$ cat src/rtl/mc_controller.sv
// Multi-cycle MIPS-style control FSM with memory-wait timeout and a retired-instruction counter.
// Build option: define MC_CONTROLLER_JUMP_EN to decode op 000010 as a jump; otherwise it faults.
module mc_controller #(
   parameter int TIMEOUT = 15,
   parameter int CNT_W   = 32
) (
   input  logic             clk,
   input  logic             reset,
   input  logic [5:0]       op,
   input  logic             mem_ready,
   output logic             mem_req,
   output logic             iord,
   output logic             memwrite,
   output logic             irwrite,
   output logic             pcwrite,
   output logic             branch,
   output logic             alusrca,
   output logic             regdst,
   output logic             memtoreg,
   output logic             regwrite,
   output logic [1:0]       alusrcb,
   output logic [1:0]       pcsrc,
   output logic [1:0]       aluop,
   output logic [3:0]       state,
   output logic             err,
   output logic [CNT_W-1:0] retired
);

   typedef enum logic [3:0] {
      FETCH    = 4'd0,
      DECODE   = 4'd1,
      MEMADR   = 4'd2,
      MEMREAD  = 4'd3,
      MEMWB    = 4'd4,
      MEMWRITE = 4'd5,
      EXECUTE  = 4'd6,
      ALUWB    = 4'd7,
      BRANCH   = 4'd8,
      ADDIEXEC = 4'd9,
      ADDIWB   = 4'd10,
      JUMP     = 4'd11,
      ERROR    = 4'd12
   } state_t;

   typedef struct packed {
      logic       mem_req;
      logic       iord;
      logic       memwrite;
      logic       fetch;
      logic       pcwrite;
      logic       branch;
      logic       alusrca;
      logic       regdst;
      logic       memtoreg;
      logic       regwrite;
      logic       err;
      logic [1:0] alusrcb;
      logic [1:0] pcsrc;
      logic [1:0] aluop;
   } ctrl_t;

   localparam int WAIT_W = (TIMEOUT > 0) ? $clog2(TIMEOUT + 1) : 1;

   state_t            cur;
   state_t            nxt;
   ctrl_t             ctrl;
   logic [WAIT_W-1:0] wait_cnt;
   logic              waiting;
   logic              timed_out;

   function automatic ctrl_t decode_ctrl(input state_t s);
      ctrl_t c;
      c = '0;
      case (s)
         FETCH:    begin c.mem_req = 1'b1; c.fetch = 1'b1; c.alusrcb = 2'b01; end
         DECODE:   c.alusrcb = 2'b11;
         MEMADR,
         ADDIEXEC: begin c.alusrca = 1'b1; c.alusrcb = 2'b10; end
         MEMREAD:  begin c.iord = 1'b1; c.mem_req = 1'b1; end
         MEMWRITE: begin c.iord = 1'b1; c.mem_req = 1'b1; c.memwrite = 1'b1; end
         MEMWB:    begin c.memtoreg = 1'b1; c.regwrite = 1'b1; end
         ALUWB:    begin c.regdst = 1'b1; c.regwrite = 1'b1; end
         ADDIWB:   c.regwrite = 1'b1;
         EXECUTE:  begin c.alusrca = 1'b1; c.aluop = 2'b10; end
         BRANCH:   begin
            c.alusrca = 1'b1;
            c.aluop   = 2'b01;
            c.pcsrc   = 2'b01;
            c.branch  = 1'b1;
         end
         JUMP:     begin c.pcsrc = 2'b10; c.pcwrite = 1'b1; end
         ERROR:    c.err = 1'b1;
         default:  c = '0;
      endcase
      return c;
   endfunction

   // mem_ready is a one-cycle completion strobe: a memory state (FETCH, MEMREAD,
   // MEMWRITE) keeps its request up and holds until it sees mem_ready=1 on a rising edge.
   assign waiting   = ((cur == FETCH) || (cur == MEMREAD) || (cur == MEMWRITE)) && !mem_ready;
   assign timed_out = (TIMEOUT > 0) && waiting && (int'(wait_cnt) == TIMEOUT);

   always_comb begin
      nxt = cur;
      case (cur)
         FETCH:    if (mem_ready) nxt = DECODE;
         DECODE: begin
            case (op)
               6'b100011, 6'b101011: nxt = MEMADR;
               6'b000000:            nxt = EXECUTE;
               6'b000100:            nxt = BRANCH;
               6'b001000:            nxt = ADDIEXEC;
`ifdef MC_CONTROLLER_JUMP_EN
               6'b000010:            nxt = JUMP;
`endif
               default:              nxt = ERROR;
            endcase
         end
         MEMADR:   nxt = (op == 6'b100011) ? MEMREAD : MEMWRITE;
         MEMREAD:  if (mem_ready) nxt = MEMWB;
         MEMWRITE: if (mem_ready) nxt = FETCH;
         EXECUTE:  nxt = ALUWB;
         ADDIEXEC: nxt = ADDIWB;
         MEMWB, ALUWB, ADDIWB, BRANCH, JUMP: nxt = FETCH;
         ERROR:    nxt = ERROR;
         default:  nxt = ERROR;
      endcase
      if (timed_out) nxt = ERROR;
   end

   // Controls are registered from the next state so they line up with the state register.
   always_ff @(posedge clk) begin
      if (reset) begin
         cur      <= FETCH;
         ctrl     <= decode_ctrl(FETCH);
         wait_cnt <= '0;
         retired  <= '0;
      end else begin
         cur      <= nxt;
         ctrl     <= decode_ctrl(nxt);
         wait_cnt <= (waiting && (nxt == cur)) ? wait_cnt + 1'b1 : '0;
         if ((nxt == FETCH) && (cur != FETCH) && (cur != ERROR))
            retired <= retired + 1'b1;
      end
   end

   // The fetch writes complete in the same cycle the memory answers.
   assign irwrite  = ctrl.fetch & mem_ready;
   assign pcwrite  = ctrl.pcwrite | (ctrl.fetch & mem_ready);
   assign mem_req  = ctrl.mem_req;
   assign iord     = ctrl.iord;
   assign memwrite = ctrl.memwrite;
   assign branch   = ctrl.branch;
   assign alusrca  = ctrl.alusrca;
   assign regdst   = ctrl.regdst;
   assign memtoreg = ctrl.memtoreg;
   assign regwrite = ctrl.regwrite;
   assign alusrcb  = ctrl.alusrcb;
   assign pcsrc    = ctrl.pcsrc;
   assign aluop    = ctrl.aluop;
   assign err      = ctrl.err;
   assign state    = cur;

endmodule

$ cat config.mk
export PLATFORM = sky130hd
export DESIGN_NAME = mc_controller
export DESIGN_NICKNAME = d
export VERILOG_FILES = /design/src/rtl/mc_controller.sv
export SDC_FILE = /design/constraint.sdc
export NUM_CORES = 1
export LEC_CHECK = 0
export CORE_MARGIN = 4
export CORE_UTILIZATION = 45
export DETAILED_ROUTE_END_ITERATION = 8
export GPL_ROUTABILITY_DRIVEN = 0
export GPL_TIMING_DRIVEN = 0
export PLACE_DENSITY = 0.7
export SETUP_SLACK_MARGIN = 0.1
export SLEW_MARGIN = 0
export SYNTH_ARGS = -nofsm -noshare
export SYNTH_HDL_FRONTEND = slang
export SYNTH_SLANG_ARGS = --single-unit
$ cat constraint.sdc
create_clock -name clk -period 5.4 [get_ports clk]
set_input_delay 0.54 -clock clk [delete_from_list [all_inputs] [get_ports clk]]
set_output_delay 0.54 -clock clk [all_outputs]
set_load 0.02 [all_outputs]
==> flow_summary.toml, run 1 <==
[worst_hold_path]
min_path_cells = 1
holdPathEnd = "wait_cnt[0]"
hold_start = "wait_cnt[0]"
worstHoldPathType = "reg2reg"

[routing]
met1_length_um = 3636
dr.pass1.iters = 5
drc = 0
drtIter0Drc = 291
wire_per_inst_um = 16.48
dr.max_layer_used = "met4"
wl_met2_um = 3576
routed_wirelength_um = 7877
ant_nets = 0
routed_via_density = 6.259
vias = 2992
routed-wl-met3_um = 547

[setup_path]
r2r-start = "state[2]"
crit_type = "in2reg"
critPathMaxFanout = 10
regToRegSetupSlack_ns = 2.46
arrival_ns = 3.33
critPathRequiredTime_ns = 5.64
start_kind = "input pin"
critPathCaptureType = "flop"
rr_worst_depth = 9
timing.rr.end = "retired[27]"

[synthesis]
ys_types = 53
avgSynthCellArea_um2 = 8.515
synth_edf_count = 0
synth_flop_cell = "dfxtp_1"
synth_area_leader_cell = "dfxtp_1"
syn-cell-area_um2 = 2844
synthTopCellsByArea = "dfxtp_1 (39%), or4_1 (7.7%), a21oi_1 (6.9%), o31ai_1 (6.9%), nand3_1 (3.3%)"
yosysSeqAreaShare_pct = 38.72
yosysWarnings = 0
async_reset_ff_share_pct = 0
syn_inst = 334
netlist.area_leader.share_pct = 38.72
yosys_register_bits = 55

[floorplan]
die_y_um = 87.50
core_um2 = 6026
die_width_um = 87.50
ioPinCount = 62
rows = 28
dieArea_um2 = 7656
initial_utilization_pct = 47.20

[sta]
max_freq_mhz = 323.2
tightest_slew_ns = 0.6517
period_share_pct = 57.30
relSlewSlack_pct = 56.55
drv_slew = 0
finalCriticalPeriod_ns = 3.094
rsz0062_at_grt = "false"
setup_tns_ns = 0
hold_viol = 0
fin_skew_ns = 0.01191
finalSetupViolations = 0

[clock_tree]
cts_buffers = 5
clockBufferDepth = 2
clk_pin_slew_worst_paths_ns = 0.10
cts.sink_count = 55
tritoncts = "built"
hold_buffers = 0
worstSkewPairLatency_ns = 0.31
ctsResizeCount = 0
htree_levels = 2
cts_root_buf = "clkbuf_8"
post_cts_buffers = 0

[final_layout]
design_area_um2 = 3626
drive_above_1_share_pct = 10.17
multi_input_area_um2 = 1574
nets = 413
nFillCells = 560
area_growth_pct = 27.50
stdcell_count = 478
final_core_util_pct = 60.17
final-seq-area_um2 = 1101
insertedDiodeCount = 0

[pwr]
leakagePower_nw = 1.157
power_density_nw_per_um2 = 221.5
ir_worst_vdd_mv = 0.1188

[placed_design]
dp.cells = 470
portBuffers = 60
place.detailed.hpwl_um = 5709
placed_area_um2 = 3542

[grt]
grt_use_total_pct = 20.83
antenna_found_initial = 0
overflow = 0
grt_pass1_vias = 2654
grt_max_degree = 17
grt_pass1_wl_um = 12910

[run_status]
status = "completed"

[flow_run]
maxCapViolCount = 0
[registers in the layout (all words and copies together) (netlist names), 2 cells and up]
name and flops:
retired 32, wait_cnt 4, ctrl 2, pcsrc 2
state 4, alusrcb 2
[worst max-delay path, stage by stage]
cell and delay (ns):
clkdlybuf4s50_1 0.50, or4_1 0.57, a211oi_2 0.28, o21a_1 0.25, nand3_1 0.20, clkbuf_1 0.29, or4_1 0.53, a21oi_1 0.16
[stage by stage]
stage          setup WS (ns)  hold slack [ns]  total power, mW
6_report               2.306           0.4585           0.8032
5_1_grt                2.134           0.4745           0.8376
4_1_cts                2.299           0.4666           0.8059
3_5_place_dp           1.992           0.4424           0.5848
3_3_place_gp           2.024           0.4310           0.5839
2_1_floorplan          2.815           0.4175           0.5287
[cells in the final DEF, fill, tap and decap left out, types with 4 or more instances in the layout]
cell type,netlist,routed
a21oi_1,39,39
and3_1,5,5
buf_2,9,9
buf_4,6,6
clkbuf_1,7,7
clkbuf_8,0,5
clkdlybuf4s50_1,0,60
dfxtp_1,55,55
inv_1,6,6
nand2_1,18,18
nand3_1,19,19
nand4_1,10,10
nor2_1,20,20
nor3_1,6,6
nor3b_1,5,5
o21ai_0,8,8
o31ai_1,26,26
or2_2,4,4
or3_1,8,8
or4_1,29,29
[synth_stat cells (all sizes together), types with 2 or more instances]
cell type and n:
and4 3, a31o 2, nor2 20, xnor2 3, o21ai 9, buf 18, nand2 18, a21o 2
clkbuf 7, or3 8, nand4 10, dfxtp 55, or4 29, o31a 2, o31ai 26, nor4b 2
and2 2, o21ba 2, a21oi 39, nand3 20, or2 4, xor2 2, nor4bb 3, a211oi 2
inv 6, nor3b 5, and3 5, nor2b 3, nor3 7, nand3b 2, or4b 2, ha 2
[per-layer routing]
layer / GRT usage, % / vias to the layer above
met2: 31.37 / 126
met1: 30.02 / 1433
li1: - / 1418
met5: 0 / -
met4: 6.555 / 0
met3: 3.974 / 15
[how the worst max path moves through the flow]
stage / slack [ns] / start / cells past startpoint / end
after floorplan: 2.82 / op[0] / 7 / retired[4]
after global placement: 2.02 / op[1] / 10 / mem_req
after detailed placement: 1.99 / op[3] / 8 / retired[27]
after CTS: 2.30 / op[3] / 8 / retired[27]
after global routing: 2.13 / op[1] / 10 / mem_req
final: 2.31 / op[3] / 8 / retired[27]
[report_power, final]
group | leakage [nW] | internal, mW | total (mW) | switching [mW]
combinational | 0.664 | 0.0618 | 0.154 | 0.0920
sequential | 0.446 | 0.416 | 0.423 | 0.00697
clock | 0.0477 | 0.0893 | 0.226 | 0.137
[logic make-up after synthesis]
group,count (synthesis),synth area share (%)
simple gates,146,30.93
buf+inv,31,6.071
fa+ha+maj,2,0.8798
other cells,1,0.1319
flops,55,38.72
compound gates,94,21.73
xor+xnor,5,1.540
[final cells by class]
cell class              count  share of cell area, %
plain buffers              25                  4.141
clock buffers               5                  1.898
clock inverters             3                 0.4141
inverters                   6                 0.6211
multi-input cells         249                  43.41
flip-flops and latches     55                  30.37
well taps                  75                  2.588
repair buffers             60                  16.56
(Power assumes the default switching activity.)
==> run 2: changes to the inputs <==
PLACE_DENSITY = 0.73   (was 0.7)
clock period = 2.6 ns   (was 5.4 ns; I/O delays follow)
==> run 2 against run 1 <==
Sequential power grew 110%; critical path depth increased by 1; non-clock buffer count grew 11; setup slack worse by 2.1 ns; power is 120% higher; via count is 0.17% lower; count of clock-buffer cells in the layout grew 1; register-to-register slack lost 2.3 ns; routed wire length increased by 0.57%; global-route usage is 0.24 points higher; sequential share of layout area is 1.4 points lower.
==> flow_summary.toml, run 2 (same netlist as run 1, synthesis figures left out) <==
[grt]
grt_use_total_pct = 21.08
grt_pass1_vias = 2817
grt_pass1_wl_um = 13120
grt_max_degree = 18
overflow = 0
antenna_found_initial = 0

[sta]
finalCriticalPeriod_ns = 2.429
finalSetupViolations = 0
hold_viol = 0
relSlewSlack_pct = 59.02
rsz0062_at_grt = "true"
max_freq_mhz = 411.7
tightest_slew_ns = 0.6100
whs_ns = 0.4321
drv_slew = 0
fin_skew_ns = 0.01028
period_share_pct = 93.43

[routing]
routed_via_density = 6.108
ant_nets = 0
vias = 2987
routed_wirelength_um = 7922
drc = 0
drtIter0Drc = 191
wire_per_inst_um = 16.20
dr.pass1.iters = 5

[final_layout]
insertedDiodeCount = 0
nFillCells = 545
final-seq-area_um2 = 1111
nets = 424
mostFrequentLayoutCell = "clkdlybuf4s50_1"
final_core_util_pct = 63.75
design_area_um2 = 3841
area_growth_pct = 35.06
drive_above_1_share_pct = 16.67
largest_register_ffs = 32
multi_input_area_um2 = 1645
layout_common_cells = "clkdlybuf4s50_1 (53), dfxtp_1 (51), a21oi_1 (38)"
largest-register = "retired"

[setup_path]
crit_chain = "buf_4 -> nor4bb_1 -> o21ai_1 -> o2111ai_2 -> or3_4 -> buf_6 -> buf_6 -> or4_1 -> a21oi_1"
crit_path_max_incr_delay_ns = 0.51
start_kind = "flop"
arrival_ns = 2.68
crit_path_frequent_cell = "buf_6"
r2r-start = "state[1]"
crit_type = "reg2reg"
crit_buf_inv = 3
cpLargestDelayFamily = "simple AND/OR/NAND/NOR gates"
critPathCaptureType = "flop"
critPathMaxFanout = 10
slowest_stage = "or4_1"
startpoint = "state[1]"
critPathRequiredTime_ns = 2.85

[floorplan]
dieArea_um2 = 7656
rows = 28
die_width_um = 87.50
die_y_um = 87.50
core_um2 = 6026
ioPinCount = 62
initial_utilization_pct = 47.20

[clock_tree]
htree_levels = 2
cts_buffers = 5
hold_buffers = 0
tritoncts = "built"
clk_pin_slew_worst_paths_ns = 0.11
cts_root_buf = "clkbuf_8"
clockBufferDepth = 2
cts.sink_count = 55
worstSkewPairLatency_ns = 0.31

[pwr]
p_int_mw = 1.233
leakagePower_nw = 1.259
switchingPower_mw = 0.5065
ir_worst_vdd_mv = 0.2932
power_density_nw_per_um2 = 452.9
seq_power_share_pct = 50.6
switching_share_pct = 29.12
clock_power_share_pct = 29.4
pwr-share-comb_pct = 20.0

[worst_hold_path]
hold_start = "reset"
worstHoldPathType = "in2reg"

[placed_design]
place.detailed.hpwl_um = 5551
placed_area_um2 = 3543
portBuffers = 60

[flow_run]
maxCapViolCount = 0

[run_status]
status = "completed"
## run 2: cell types whose count changed in the layout (fill, tap and decap cells not counted), moves of 4 or more
cell / previous run / this run
clkdlybuf4s50_1: 60 / 53
buf_4: 6 / 24
dfxtp_1: 55 / 51
buf_2: 9 / 0
dlygate4sd2_1: 0 / 5
## run 2: area by class of cell
class | instances | area share [%]
buffer | 24 | 4.691
clock buffer | 6 | 2.150
clock inverter | 2 | 0.4235
inverter | 6 | 0.5863
multi-input combinational | 249 | 42.83
sequential | 55 | 28.93
tap | 75 | 2.443
timing repair buffer | 72 | 17.95
## run 2: path summary, 6_finish.rpt
kind                  to  slack (ns)  cells after the start
min                 iord        0.43                      2
min reg2reg  wait_cnt[0]        0.47                      1
max reg2reg   retired[3]        0.17                      9
max           retired[3]        0.17                      9
## run 2: routing by layer
metal  wire length (um)  global-route usage, %  vias to the layer above
met4                138                  7.252                        0
met1               3475                  27.68                     1442
met5                  0                      0                        -
met2               3827                  34.32                      103
met3                480                  4.447                       13
li1                   -                      -                     1429
## run 2: what timing repair did
action	in CTS	in global routing
pin swaps	7	4
setup buffers	11	1
gates cloned	0	0
endpoints found under the setup margin	38	36
gates resized for setup	26	21
## run 2: stage by stage
step           worst slack, ns  std cells  power [mW]  TNS (ns)
5_1_grt                0.06312        489       1.813         0
3_5_place_dp           -0.5098        470       1.214    -14.14
2_1_floorplan           0.1643        335       1.098         0
6_report                0.1709        489       1.739         0
3_3_place_gp           -0.4996        470       1.211    -13.61
4_1_cts                 0.1008        488       1.736         0
## run 2: power by group through the flow
| stage | Clock (mW) | Combinational, mW | Sequential (mW) |
|---|---|---|---|
| after floorplan | 0 | 0.186 | 0.912 |
| after global placement | 0 | 0.313 | 0.898 |
| after global routing | 0.553 | 0.375 | 0.885 |
| after detailed placement | 0 | 0.315 | 0.899 |
| after CTS | 0.520 | 0.335 | 0.881 |
| final | 0.512 | 0.348 | 0.880 |
## run 2: worst reg2reg max path: stages, from the launching register on
cell and delay (ns):
dfxtp_4 0.37, buf_4 0.16, nor4bb_1 0.12, o21ai_1 0.15
o2111ai_2 0.16, or3_4 0.43, buf_6 0.15, buf_6 0.14
or4_1 0.51, a21oi_1 0.16
